## src/rtl/status_conditioner.sv

```systemverilog
// status_conditioner: synchronizes, debounces and latches the field fault contacts and
// generates the sample tick. First-fault capture is built only when STATUS_FIRST_FAULT_EN is defined.
module status_conditioner #(
    parameter int N_CH     = 7,
    parameter int CLK_DIV  = 781250,
    parameter int DEBOUNCE = 4
) (
    input  logic            clk,
    input  logic            reset,
    input  logic [N_CH-1:0] i_raw,
    input  logic            i_ack,
    output logic            o_tick,
    output logic [N_CH-1:0] o_status,
    output logic [N_CH-1:0] o_fault_latched,
    output logic            o_any_fault,
    output logic [N_CH-1:0] o_first_fault,
    output logic            o_first_valid
);

    localparam int PW = $clog2(CLK_DIV);
    localparam int DW = $clog2(DEBOUNCE + 1);
    localparam logic [PW-1:0] PRE_LAST = PW'(CLK_DIV - 1);
    localparam logic [DW-1:0] DB_LAST  = DW'(DEBOUNCE - 1);
    localparam logic [DW-1:0] DB_ONE   = DW'(1);

    logic [N_CH-1:0]         sync_meta;
    logic [N_CH-1:0]         sync_q;
    logic [PW-1:0]           pre_cnt;
    logic                    tick;
    logic [N_CH-1:0][DW-1:0] db_cnt;
    logic [N_CH-1:0][DW-1:0] db_cnt_next;
    logic [N_CH-1:0]         status_next;
    logic [N_CH-1:0]         rise;
    logic [N_CH-1:0]         ack_clear;
    logic [N_CH-1:0]         latched_next;

    // Two-flop synchronizer for the asynchronous field contacts.
    // NOTE: sequential state uses non-blocking assignments so every flop samples pre-edge values.
    always_ff @(posedge clk or negedge reset) begin
        if (!reset) begin
            sync_meta <= '0;
            sync_q    <= '0;
        end else begin
            sync_meta <= i_raw;
            sync_q    <= sync_meta;
        end
    end

    always_ff @(posedge clk or negedge reset) begin
        if (!reset) begin
            pre_cnt <= '0;
        end else if (pre_cnt == PRE_LAST) begin
            pre_cnt <= '0;
        end else begin
            pre_cnt <= pre_cnt + PW'(1);
        end
    end

    assign tick   = (pre_cnt == PRE_LAST);
    assign o_tick = tick;

    // NOTE: every always_comb output gets a default first so no path can infer a latch.
    always_comb begin
        status_next = o_status;
        db_cnt_next = db_cnt;
        rise        = '0;
        if (tick) begin
            for (int ch = 0; ch < N_CH; ch++) begin
                if (sync_q[ch] == o_status[ch]) begin
                    db_cnt_next[ch] = '0;
                end else if (db_cnt[ch] == DB_LAST) begin
                    status_next[ch] = ~o_status[ch];
                    db_cnt_next[ch] = '0;
                    rise[ch]        = ~o_status[ch];
                end else begin
                    db_cnt_next[ch] = db_cnt[ch] + DB_ONE;
                end
            end
        end
    end

    // An ack only releases channels whose debounced contact is already back to normal.
    assign ack_clear    = {N_CH{i_ack}} & ~o_status;
    assign latched_next = rise | (o_fault_latched & ~ack_clear);

    always_ff @(posedge clk or negedge reset) begin
        if (!reset) begin
            db_cnt          <= '0;
            o_status        <= '0;
            o_fault_latched <= '0;
            o_any_fault     <= 1'b0;
        end else begin
            db_cnt          <= db_cnt_next;
            o_status        <= status_next;
            o_fault_latched <= latched_next;
            o_any_fault     <= |o_fault_latched;
        end
    end

`ifdef STATUS_FIRST_FAULT_EN
    // The capture freezes on the first rise; it is released only once the plant is fully quiet.
    always_ff @(posedge clk or negedge reset) begin
        if (!reset) begin
            o_first_fault <= '0;
            o_first_valid <= 1'b0;
        end else if (!o_first_valid && (|rise)) begin
            o_first_fault <= rise;
            o_first_valid <= 1'b1;
        end else if (i_ack && !(|rise) && !(|o_status)) begin
            o_first_fault <= '0;
            o_first_valid <= 1'b0;
        end
    end
`else
    assign o_first_fault = '0;
    assign o_first_valid = 1'b0;
`endif

endmodule

```

## config.mk

```make
export PLATFORM = sky130hd
export DESIGN_NAME = status_conditioner
export DESIGN_NICKNAME = d
export VERILOG_FILES = /design/src/rtl/status_conditioner.sv
export SDC_FILE = /design/constraint.sdc
export NUM_CORES = 1
export LEC_CHECK = 0
export ABC_AREA = 1
export CORE_ASPECT_RATIO = 1.1
export CORE_MARGIN = 2
export CORE_UTILIZATION = 57
export DETAILED_ROUTE_END_ITERATION = 7
export PLACE_DENSITY_LB_ADDON = 0.05
export SLEW_MARGIN = 20
export SYNTH_ARGS = -nofsm -noshare
export SYNTH_HDL_FRONTEND = slang
export SYNTH_SLANG_ARGS = --single-unit
```

## constraint.sdc

```tcl
create_clock -name clk -period 2.05 [get_ports clk]
set_input_delay 0.205 -clock clk [delete_from_list [all_inputs] [get_ports clk]]
set_output_delay 0.205 -clock clk [all_outputs]
set_load 0.005 [all_outputs]
```

After elaboration in Yosys (flattened, before gate mapping)
Cells that the tools add are included.

Register bits after elaboration: 70. Input bits: 10. Word-level logic and storage cells: 99.

Add/sub/neg operators: 8. Equal/unequal tests: 15. Muxes and demuxes: 30. Bitwise operators: 19. Reduce and logical (&&, ||, !) cells: 8.

Operators by type and width (number): 3-bit 2-to-1 mux (14); 3-bit by 1-bit adder with 3-bit output (second input constant) (7); 3-bit by 2-bit == test with 1-bit output (second input constant) (7); 3-bit AND reduction (7); 20-bit by 1-bit adder with 20-bit output (second input constant) (1); 20-bit == test (second input constant) (1); 20-bit 2-to-1 mux (1); 7-bit bitwise AND (2); 1-bit 2-to-1 mux (14); 1-bit NOT (14); 7-bit NOT (2); 1-bit == test (7); 7-bit 2-to-1 mux (1); 7-bit bitwise OR (1); 7-bit OR reduction (1).

Logic depth before layout (Yosys ltp)
Gate-level depths: netlist (run 1).

Word-level depth: 5. Gate-level depth with buffers: 10. Gate-level depth less buffers: 9.

Least setup slack after synthesis (run 1)
Ideal clock, no wire load.

Path type: flip-flop to flip-flop. From: register pre_cnt[1]. To: register db_cnt[1] (netlist name). Library setup time: 0.118 ns. Arrival: 1.344 ns. Path slack: 0.589 ns. Cell stages (with the launch flop): 11. Clock period less this slack: 1.461 ns. Cell sequence: dfrtp_1 > inv_1 > ha_1 > inv_1 > nor2_1 > nand3_2 > nor2_8 > inv_4 > buf_12 > nand2_2 > o21ai_2.

Longest elaborated chain between the ends: 1.

RTL lines: from (decl) (RTL line 28) `logic [PW-1:0] pre_cnt;`; from (signal assigned) (RTL line 55) `pre_cnt <= pre_cnt + PW'(1);`; 20-bit == test (RTL line 59) `assign tick = (pre_cnt == PRE_LAST);`; to (signal assigned) (RTL line 93) `db_cnt <= db_cnt_next;`; to (decl) (RTL line 30) `logic [N_CH-1:0][DW-1:0] db_cnt;`.

Every way passes these cells. A chain may end at the register's enable or synchronous reset.

Worst setup path after layout (run 1)
From: register pre_cnt[0]. To: output port o_tick.

Longest elaborated chain between the ends: 1.

RTL lines: 20-bit == test (RTL line 59); to (decl) (RTL line 12) `output logic o_tick,`.

Every way passes these cells.

==> impl_metrics.tcl, run 1 <==
set metrics [dict create \
    min_path_cells 1 \
    nFillCells 483 \
    p_sw_w 0.000567 \
    yosys.area.top_type_share_pct 48.7 \
    die_h_um 87.3 \
    place_congestion 0.923 \
    wirelength_mm 7.11 \
    hp-class "primary input to flip-flop" \
    p_comb_share_pct 2.9 \
    setup_viol 0 \
    start_util_pct 58.7 \
    clk_latency_ns 0.34 \
    placed_cell_area_um2 3900 \
    grt_max_degree 71 \
    route.detailed.drc 0 \
    tns_ns 0 \
    cap_violations 0 \
    grt_overflow 0 \
    crit_path_end_kind "output pin" \
    rsz0062_at_grt "false" \
    die-area_um2 6960 \
    path_cells "ha_4, inv_1, nor2_2, nand2_2, nor2_4, nand3_2, inv_1, dlygate4sd2_1" \
    area_growth_pct 16.8 \
    final_hold_viol_count 0 \
    cts_made_buffers 9 \
    detail_route.first_pass.iterations 4 \
    synth_seq_cells 70 \
    cts_buffer_depth 2 \
    timing.rr.end "db_cnt[19]$_DFFE_PN0N_" \
    whs_endpoint "sync_meta[1]$_DFF_PN0_" \
    syn-cell-area_um2 3590 \
    clock-skew-final_ns 0.00911 \
    status "finished clean" \
    powerDensity_nw_per_um2 661 \
    fin_crit_sh_pct 93.4 \
    top_level_ports 34 \
    preCtsSetupSlack_ns 0.141 \
    r2r_slack_ns 0.18 \
    antenna_found_initial 0 \
    fmax_ghz 0.522 \
    fin_nets 463 \
    pwr-share-clk_pct 46.6 \
    fin_ws_ns 0.136 \
    drt_iter0_drc 151 \
    reg2regPathDepth 10 \
    wl_per_cell_um 13.4 \
    ys_seq_area_share_pct 48.7 \
    swShare_pct 20.5 \
    ys_warn_count 0 \
    synth_area_leaders "dfrtp_1, nand2_1, inv_1, nor2_1, nor2_4" \
    syn-instance-count 404 \
    seq_power_share_pct 50.5 \
    hp-start "i_raw[1]" \
    path_common_cell "inv_1" \
    required_ns 1.85 \
    cpMaxStageDelayCell "dfrtp_1" \
    final_cell_area_um2 4200 \
    htree_levels 3 \
    clock-sinks 70 \
    internal-power_w 0.00221 \
    critical_path.max_stage_delay_ns 0.44 \
    drive_gt1_share_pct 17.1 \
    ctsRootBufferMaster "clkbuf_8" \
    peakVddDrop_mv 0.468 \
    viasPerCell 5.04 \
    antenna_cells 0 \
    grt_usage_pct 23.6 \
    dp_hpwl_mm 4.83 \
    p_leak_nw 2.06 \
    worstPathMaxFanout 4 \
    grt_pass1_wl_mm 12.4 \
    rows 30 \
    grt_pass1_vias 2667 \
    drtAntennaViolNets 0 \
    path_clk_slew_ns 0.07 \
    via_count 2666 \
    port_buffers 25 \
    period_minus_slack_ns 1.91 \
    setup.worst_path.start_class "flip-flop" \
    syn_area_per_cell_um2 8.89 \
    critical_path_class "flip-flop to output pin" \
    arrival_ns 1.71 \
    drv_slew 0 \
    synth_top_cell_by_area "dfrtp_1" \
    core_um2 6120 \
    r2r_start "pre_cnt[0]$_DFF_PN0_" \
    cts_tree "built" \
    die_w_um 79.7 \
    synth_cell_type_count 32 \
]
## final cells by class
class / count / area (um^2) / share of cell area, %
Clock inverter: 3 / 65.1 / 1.55
Tap cell: 80 / 100 / 2.39
Clock buffer: 13 / 169 / 4.03
Timing Repair Buffer: 34 / 327 / 7.78
Multi-Input combinational cell: 272 / 1570 / 37.4
Inverter: 57 / 216 / 5.16
Sequential cell: 70 / 1750 / 41.7
## critical path, delay by kind of cell (launching register included)
family / cells / cell delay, ns
flip-flops: 1 / 0.44
AND/OR/NAND/NOR: 4 / 0.43
buffers and inverters: 3 / 0.34
adder cells (fa/ha/maj): 1 / 0.17
## sequential cells by signal (all words and copies together) (netlist names)
register / cells
db_cnt: 21
o_any_fault: 1
o_fault_latched: 7
o_status: 7
pre_cnt: 20
sync_meta: 7
sync_q: 7
## how the worst max path moves through the flow
stage	slack [ns]	start	endpoint	cells after the start
finish	0.14	pre_cnt[0]$_DFF_PN0_	o_tick	8
global route	0.008	pre_cnt[1]$_DFF_PN0_	o_tick	9
CTS	0.09	pre_cnt[1]$_DFF_PN0_	o_tick	9
detailed placement	0.14	pre_cnt[1]$_DFF_PN0_	o_tick	9
global placement	0.19	pre_cnt[1]$_DFF_PN0_	o_tick	9
floorplan	0.59	pre_cnt[1]$_DFF_PN0_	db_cnt[1]$_DFFE_PN0N_	10
## routing by layer
layer | vias up | wire (um) | GRT usage [%]
met1 | 1254 | 3190 | 30.7
met4 | 0 | 188 | 12.1
met2 | 65 | 3470 | 38.4
met5 | - | 0 | 0
li1 | 1329 | - | -
met3 | 18 | 254 | 3.63
## cell usage in the layout, fill, tap and decap left out, types with 2 or more instances in the layout
master           Yosys  final
a21oi_1              3      3
and2_1               2      2
buf_4                8      7
bufinv_16            0      2
clkbuf_8             0     12
clkdlybuf4s50_1      0     23
conb_1               1      8
dfrtp_1             70     70
ha_1                 9      8
inv_1               55     55
nand2_1             79     78
nand2_2             14     15
nand3_1             17     16
nand3_2              2      3
nand3b_1             7      7
nand4_1             12     12
nand4_2              3      3
nor2_1              55     53
nor2_2               3      4
nor2_4              12     13
nor3_1               6      6
o21ai_0             10     10
o21ai_2             10     10
xnor2_1              8      8
xor2_1               6      6
## power groups by stage
stage | Combinational [W] | Clock [W] | Sequential [W]
floorplan | 0.0000385 | 0 | 0.00143
global placement | 0.0000792 | 0 | 0.00143
detailed placement | 0.0000798 | 0 | 0.00143
CTS | 0.0000818 | 0.00131 | 0.00140
global route | 0.0000924 | 0.00137 | 0.00140
finish | 0.0000795 | 0.00129 | 0.00140
## kinds of logic (layout without fill, tap and decap cells)
| logic type | after synthesis | count (layout) | share of synthesized area, % |
|---|---|---|---|
| AOI/OAI and AO/OA | 25 | 25 | 4.56 |
| xor gates and xnor gates | 14 | 14 | 3.41 |
| adders and majority gates | 9 | 9 | 3.13 |
| buffers and inverters | 69 | 107 | 9.19 |
| DFF | 70 | 70 | 48.7 |
| other | 1 | 8 | 0.104 |
| and+or+nand+nor | 216 | 216 | 30.8 |
## Yosys cell counts
| master | number |
|---|---|
| nor3_1 | 6 |
| nand2_2 | 14 |
| nand4_2 | 3 |
| nor3b_1 | 1 |
| xor2_1 | 6 |
| nor2_2 | 3 |
| nor4_1 | 1 |
| nor2_1 | 55 |
| conb_1 | 1 |
| buf_12 | 1 |
| nand3_1 | 17 |
| nor2_4 | 12 |
| nand3b_1 | 7 |
| dfrtp_1 | 70 |
| xnor2_1 | 8 |
| o21ai_0 | 10 |
| a31oi_1 | 1 |
| nand3_4 | 1 |
| nor2_8 | 1 |
| inv_4 | 1 |
| and2_1 | 2 |
| inv_1 | 55 |
| ha_1 | 9 |
| a21oi_1 | 3 |
| nand3_2 | 2 |
| buf_6 | 3 |
| o21ai_1 | 1 |
| nand4_1 | 12 |
| o21ai_2 | 10 |
| inv_2 | 1 |
| nand2_1 | 79 |
| buf_4 | 8 |
## timing repair
action / 4_1_cts / 5_1_grt
endpoints found under the setup margin: 1 / 1
endpoints found under the hold margin: 70 / 0
resized for setup: 3 / 5
buffers inserted: 2 / 1
pin swaps: 3 / 3
hold buffers: 1 / 0
## stage by stage
step	util [%]	total power (W)	hold WS [ns]	cells
after floorplan	-	0.00147	-0.0906	411
after global placement	63.8	0.00151	0.259	509
after detailed placement	63.8	0.00151	0.261	509
after CTS	68.1	0.00280	0.292	528
after global routing	68.6	0.00286	0.288	529
final	68.6	0.00277	0.298	529
Note: power is estimated with default switching activity, not from simulation.
==> inputs of run 2 (changes only) <==
--- a/config.mk
+++ b/config.mk
@@ -10,6 +10,7 @@
 export CORE_MARGIN = 2
 export CORE_UTILIZATION = 57
 export DETAILED_ROUTE_END_ITERATION = 7
+export MAX_ROUTING_LAYER = met4
 export PLACE_DENSITY_LB_ADDON = 0.05
 export SLEW_MARGIN = 20
 export SYNTH_ARGS = -nofsm -noshare
==> run 2 against run 1 <==
Clock power decreased by 15%; final area decreased by 1.9%; critical path depth increased by 1; critical endpoint unchanged; register-to-register slack improved by 0.12 ns; count of clock-buffer cells in the layout unchanged; worst setup slack improved by 0.0055 ns; die area unchanged; core utilization decreased by 1.3 points; flip-flop and latch count unchanged; sequential power about the same.
==> impl_metrics.tcl, run 2 (same netlist as run 1, synthesis figures left out) <==
set metrics [dict create \
    via_count 2678 \
    ctsRootBufferMaster "clkbuf_8" \
    wirelength_mm 7.09 \
    powerDensity_nw_per_um2 626 \
    detail_route.first_pass.iterations 4 \
    hp-class "primary input to flip-flop" \
    grt_overflow 0 \
    grt_usage_pct 23.5 \
    clock-skew-final_ns 0.00916 \
    p_leak_nw 2.03 \
    drv_slew 0 \
    tns_ns 0 \
    largest_reg_flops 21 \
    path_clk_slew_ns 0.07 \
    nFillCells 519 \
    cts_buffer_depth 2 \
    fin_cells 527 \
    cap_violations 0 \
    grt_max_degree 36 \
    top_level_ports 34 \
    arrival_ns 1.70 \
    path_cells "inv_1, ha_1, inv_1, nor2_2, nand2_2, nor2_2, nand3_1, inv_1, dlygate4sd2_1" \
    fin_crit_sh_pct 93.1 \
    fmax_ghz 0.524 \
    port_buffers 25 \
    drive_gt1_share_pct 16.1 \
    rows 30 \
    final_common_cell "nand2_1" \
    cts_tree "built" \
    antenna_found_initial 0 \
    dp_hpwl_mm 5.05 \
    mostFrequentLayoutCells "nand2_1, dfrtp_1, inv_1" \
    final_hold_viol_count 0 \
    cpLargestDelayFamily "simple AND/OR/NAND/NOR gates" \
    cpMaxStageDelayCell "dfrtp_1" \
    drt_iter0_drc 115 \
    top_register "db_cnt" \
    critical_path_class "flip-flop to output pin" \
    core_um2 6120 \
    grt_pass1_wl_mm 12.0 \
    clock-sinks 70 \
    area_growth_pct 14.6 \
    fin_nets 463 \
    die_h_um 87.3 \
    die-area_um2 6960 \
    drtAntennaViolNets 0 \
    path_common_cell "inv_1" \
    dp_cells 510 \
    reg_top3 "db_cnt x21, pre_cnt x20" \
    worstPathMaxFanout 2 \
    crit_path_end_kind "output pin" \
    start_util_pct 58.7 \
    path_buf_inv 4 \
    htree_levels 3 \
    cts_made_buffers 9 \
    status "finished clean" \
    route.detailed.drc 0 \
    rsz0062_at_grt "false" \
    required_ns 1.85 \
    period_minus_slack_ns 1.91 \
    peakVddDrop_mv 0.506 \
    setup_viol 0 \
    viasPerCell 5.08 \
    die_w_um 79.7 \
    wl_per_cell_um 13.4 \
    grt_pass1_vias 2602 \
    antenna_cells 0 \
    critical_path.max_stage_delay_ns 0.39 \
    clk_latency_ns 0.34 \
    place_congestion 0.890 \
    setup.worst_path.start_class "flip-flop" \
]
==> run 2: cell count changes in the layout (fill, tap and decap cells not counted) <==
cell	delta
buf_12	-1
buf_4	+1
bufinv_16	-1
clkbuf_1	+1
clkbuf_8	-1
clkinv_2	-1
ha_1	+1
ha_4	-1
nand3_1	+1
nand3_2	-1
nor2_2	+1
nor2_4	-1
==> run 2: final cells by class <==
class                      instances  area [um^2]  area share [%]
clock buffer                      13          159            3.86
clock inverter                     1         30.0           0.729
sequential                        70         1750            42.6
multi-input combinational        272         1550            37.5
tap                               80          100            2.43
inverter                          57          216            5.26
timing repair buffer              34          314            7.63
==> run 2: worst paths after layout <==
kind,slack (ns),depth (start not counted),startpoint,endpoint
worst max-delay path,0.14,9,pre_cnt[1]$_DFF_PN0_,o_tick
worst min-delay path,0.30,1,i_raw[1],sync_meta[1]$_DFF_PN0_
worst max register to register,0.30,10,pre_cnt[1]$_DFF_PN0_,db_cnt[15]$_DFFE_PN0N_
worst min register to register,0.36,0,sync_meta[3]$_DFF_PN0_,sync_q[3]$_DFF_PN0_
max in group asynchronous,1.29,3,reset,o_fault_latched[3]$_DFF_PN0_
min in group asynchronous,0.44,3,reset,pre_cnt[2]$_DFF_PN0_
==> run 2: metal layers <==
metal  track usage [%]  share of wire [%]  vias to the layer above
met5                 -                  0                        -
met2              38.3                 49                       50
met1              29.2                 46                     1282
met3              3.32                2.6                       16
li1                  -                  -                     1330
met4              10.8                2.4                        0
==> run 2: stage by stage <==
| step | util (%) | power (W) | area, um^2 | setup WS (ns) | hold slack (ns) |
|---|---|---|---|---|---|
| after detailed placement | 63.7 | 0.00151 | 3900 | 0.163 | 0.283 |
| after global placement | 63.7 | 0.00151 | 3900 | 0.178 | 0.283 |
| after CTS | 67.2 | 0.00261 | 4110 | 0.135 | 0.286 |
| after global routing | 67.3 | 0.00267 | 4120 | 0.000132 | 0.290 |
| after floorplan | - | 0.00147 | 3620 | 0.589 | -0.0906 |
| final | 67.3 | 0.00258 | 4120 | 0.141 | 0.300 |
==> run 2: timing repair <==
item	CTS	global route
endpoints found under the setup margin	1	1
gates cloned	0	0
setup buffers	2	0
pin swaps	3	2
hold buffers	1	0
gates resized for setup	2	2
hold endpoints to repair	70	0
==> run 2: power breakdown <==
part	switching, W	leakage [nW]	total (W)	internal (W)
sequential	0.00000776	0.931	0.00140	0.00139
combinational	0.0000508	0.999	0.0000775	0.0000267
clock	0.000480	0.0956	0.00110	0.000617
total	0.000538	2.03	0.00258	0.00204
==> inputs of run 3 (changes only) <==
--- a/config.mk
+++ b/config.mk
@@ -6,13 +6,13 @@
 export NUM_CORES = 1
 export LEC_CHECK = 0
 export ABC_AREA = 1
-export CORE_ASPECT_RATIO = 1.1
+export CORE_ASPECT_RATIO = 1.4
 export CORE_MARGIN = 2
 export CORE_UTILIZATION = 57
 export DETAILED_ROUTE_END_ITERATION = 7
 export MAX_ROUTING_LAYER = met4
 export PLACE_DENSITY_LB_ADDON = 0.05
-export SLEW_MARGIN = 20
+export SLEW_MARGIN = 25
 export SYNTH_ARGS = -nofsm -noshare
 export SYNTH_HDL_FRONTEND = slang
 export SYNTH_SLANG_ARGS = --single-unit
==> run 3 against run 2 <==
Highest routed layer unchanged; maximum frequency shrank 2.1%; first-iteration DRC count rose by 30%; clock skew fell by 0.0036 ns; wire length rose by 3.0%; clock power increased by 16%; largest power group unchanged; global-route usage hardly changed; final area is 2.2% higher; worst setup slack worse by 0.041 ns; non-clock buffer count is 5 higher; register-to-register slack lost 0.20 ns; via count rose by 2.4%; die area is 0.12% higher.
==> impl_metrics.tcl, run 3 (same netlist as run 1, synthesis figures left out) <==
set metrics [dict create \
    cpLargestDelayFamily "buffers and inverters" \
    drtAntennaViolNets 0 \
    wirelength_mm 7.30 \
    tns_ns 0 \
    path_cells "ha_2, inv_1, nor2_2, buf_4, buf_4, buf_4, buf_4, nand3_2, nor2_8, inv_6, nand2_1, nor2_1" \
    cts_tree "built" \
    peakVddDrop_mv 0.523 \
    area_growth_pct 17.1 \
    path_clk_slew_ns 0.07 \
    largest_reg_flops 21 \
    rows 34 \
    die_w_um 71.1 \
    fin_crit_sh_pct 95.1 \
    drv_slew 0 \
    route.detailed.drc 0 \
    die-area_um2 6960 \
    p_leak_nw 2.08 \
    rsz0062_at_grt "true" \
    path_common_cell "buf_4" \
    mostFrequentLayoutCells "nand2_1, dfrtp_1, inv_1" \
    required_ns 2.32 \
    die_h_um 97.9 \
    wl_per_cell_um 13.9 \
    grt_usage_pct 23.6 \
    place_congestion 0.811 \
    top_level_ports 34 \
    antenna_cells 0 \
    grt_max_degree 49 \
    critical_path.max_stage_delay_ns 0.42 \
    hp-class "primary input to flip-flop" \
    crit_path_end_kind "flip-flop" \
    fmax_ghz 0.513 \
    cap_violations 0 \
    via_count 2742 \
    period_minus_slack_ns 1.95 \
    start_util_pct 58.3 \
    clock-skew-final_ns 0.00557 \
    port_buffers 25 \
    final_hold_viol_count 0 \
    grt_overflow 0 \
    cts_buffer_depth 2 \
    dp_hpwl_mm 5.10 \
    drive_gt1_share_pct 18.1 \
    clock-sinks 70 \
    antenna_found_initial 0 \
    core_um2 6170 \
    arrival_ns 2.22 \
    powerDensity_nw_per_um2 657 \
    slew_headroom_pct 59.6 \
    cts_made_buffers 9 \
    drt_iter0_drc 150 \
    setup_viol 0 \
    critical_path_class "flip-flop to flip-flop" \
    tightest_slew_ns 0.606 \
    viasPerCell 5.21 \
    htree_levels 3 \
    setup.worst_path.start_class "flip-flop" \
    reg_top3 "db_cnt x21, pre_cnt x20" \
    final_common_cell "nand2_1" \
    path_buf_inv 6 \
    top_register "db_cnt" \
    finalPower_w 0.00276 \
    ctsRootBufferMaster "clkbuf_8" \
    status "finished clean" \
    grt_pass1_wl_mm 12.4 \
    clk_latency_ns 0.34 \
    cpMaxStageDelayCell "dfrtp_1" \
    grt_pass1_vias 2768 \
    worstPathMaxFanout 24 \
    detail_route.first_pass.iterations 5 \
    fin_nets 468 \
]
run 3: cell type report:
class / instances / area, um^2
timing repair buffer: 39 / 355
clock buffer: 13 / 169
inverter: 57 / 219
sequential: 70 / 1750
multi-input combinational: 272 / 1560
fill: 484 / 1960
clock inverter: 3 / 65.1
tap: 72 / 90.1
run 3: worst paths after layout:
path	from	endpoint	slack [ns]	cells past startpoint
worst max register to register	pre_cnt[0]$_DFF_PN0_	pre_cnt[16]$_DFF_PN0_	0.10	12
worst max-delay path	pre_cnt[0]$_DFF_PN0_	pre_cnt[16]$_DFF_PN0_	0.10	12
worst min-delay path	i_raw[6]	sync_meta[6]$_DFF_PN0_	0.30	1
max in group asynchronous	reset	o_fault_latched[0]$_DFF_PN0_	1.13	3
worst min register to register	sync_meta[1]$_DFF_PN0_	sync_q[1]$_DFF_PN0_	0.35	0
min in group asynchronous	reset	db_cnt[17]$_DFFE_PN0N_	0.38	3
run 3: repair_timing:
item | 4_1_cts | 5_1_grt
buffers inserted | 5 | 1
hold endpoints to repair | 70 | 0
hold buffers | 1 | 0
gates resized for setup | 7 | 2
pin swaps | 2 | 1
setup endpoints to repair | 1 | 37
run 3: report_power, final:
group          switching (W)  internal [W]
combinational      0.0000514     0.0000267
clock               0.000501      0.000784
sequential        0.00000736       0.00139
total               0.000559       0.00220
run 3: metal layers:
| metal | routed length (um) | vias to the layer above | GRT usage (%) |
|---|---|---|---|
| met5 | 0 | - | - |
| met4 | 221 | 0 | 12.2 |
| met3 | 294 | 19 | 4.02 |
| met2 | 3760 | 63 | 38.2 |
| met1 | 3020 | 1321 | 28.0 |
| li1 | - | 1339 | - |
run 3: stage by stage:
stage	utilization [%]	instances	hold slack [ns]	cell area, um^2	setup WS (ns)
floorplan	-	411	-0.0906	3620	0.589
global placement	63.1	503	0.208	3890	0.152
detailed placement	63.1	503	0.211	3890	0.0953
CTS	68.0	525	0.281	4190	0.0298
global route	68.2	526	0.287	4210	-0.0160
finish	68.2	526	0.299	4210	0.100
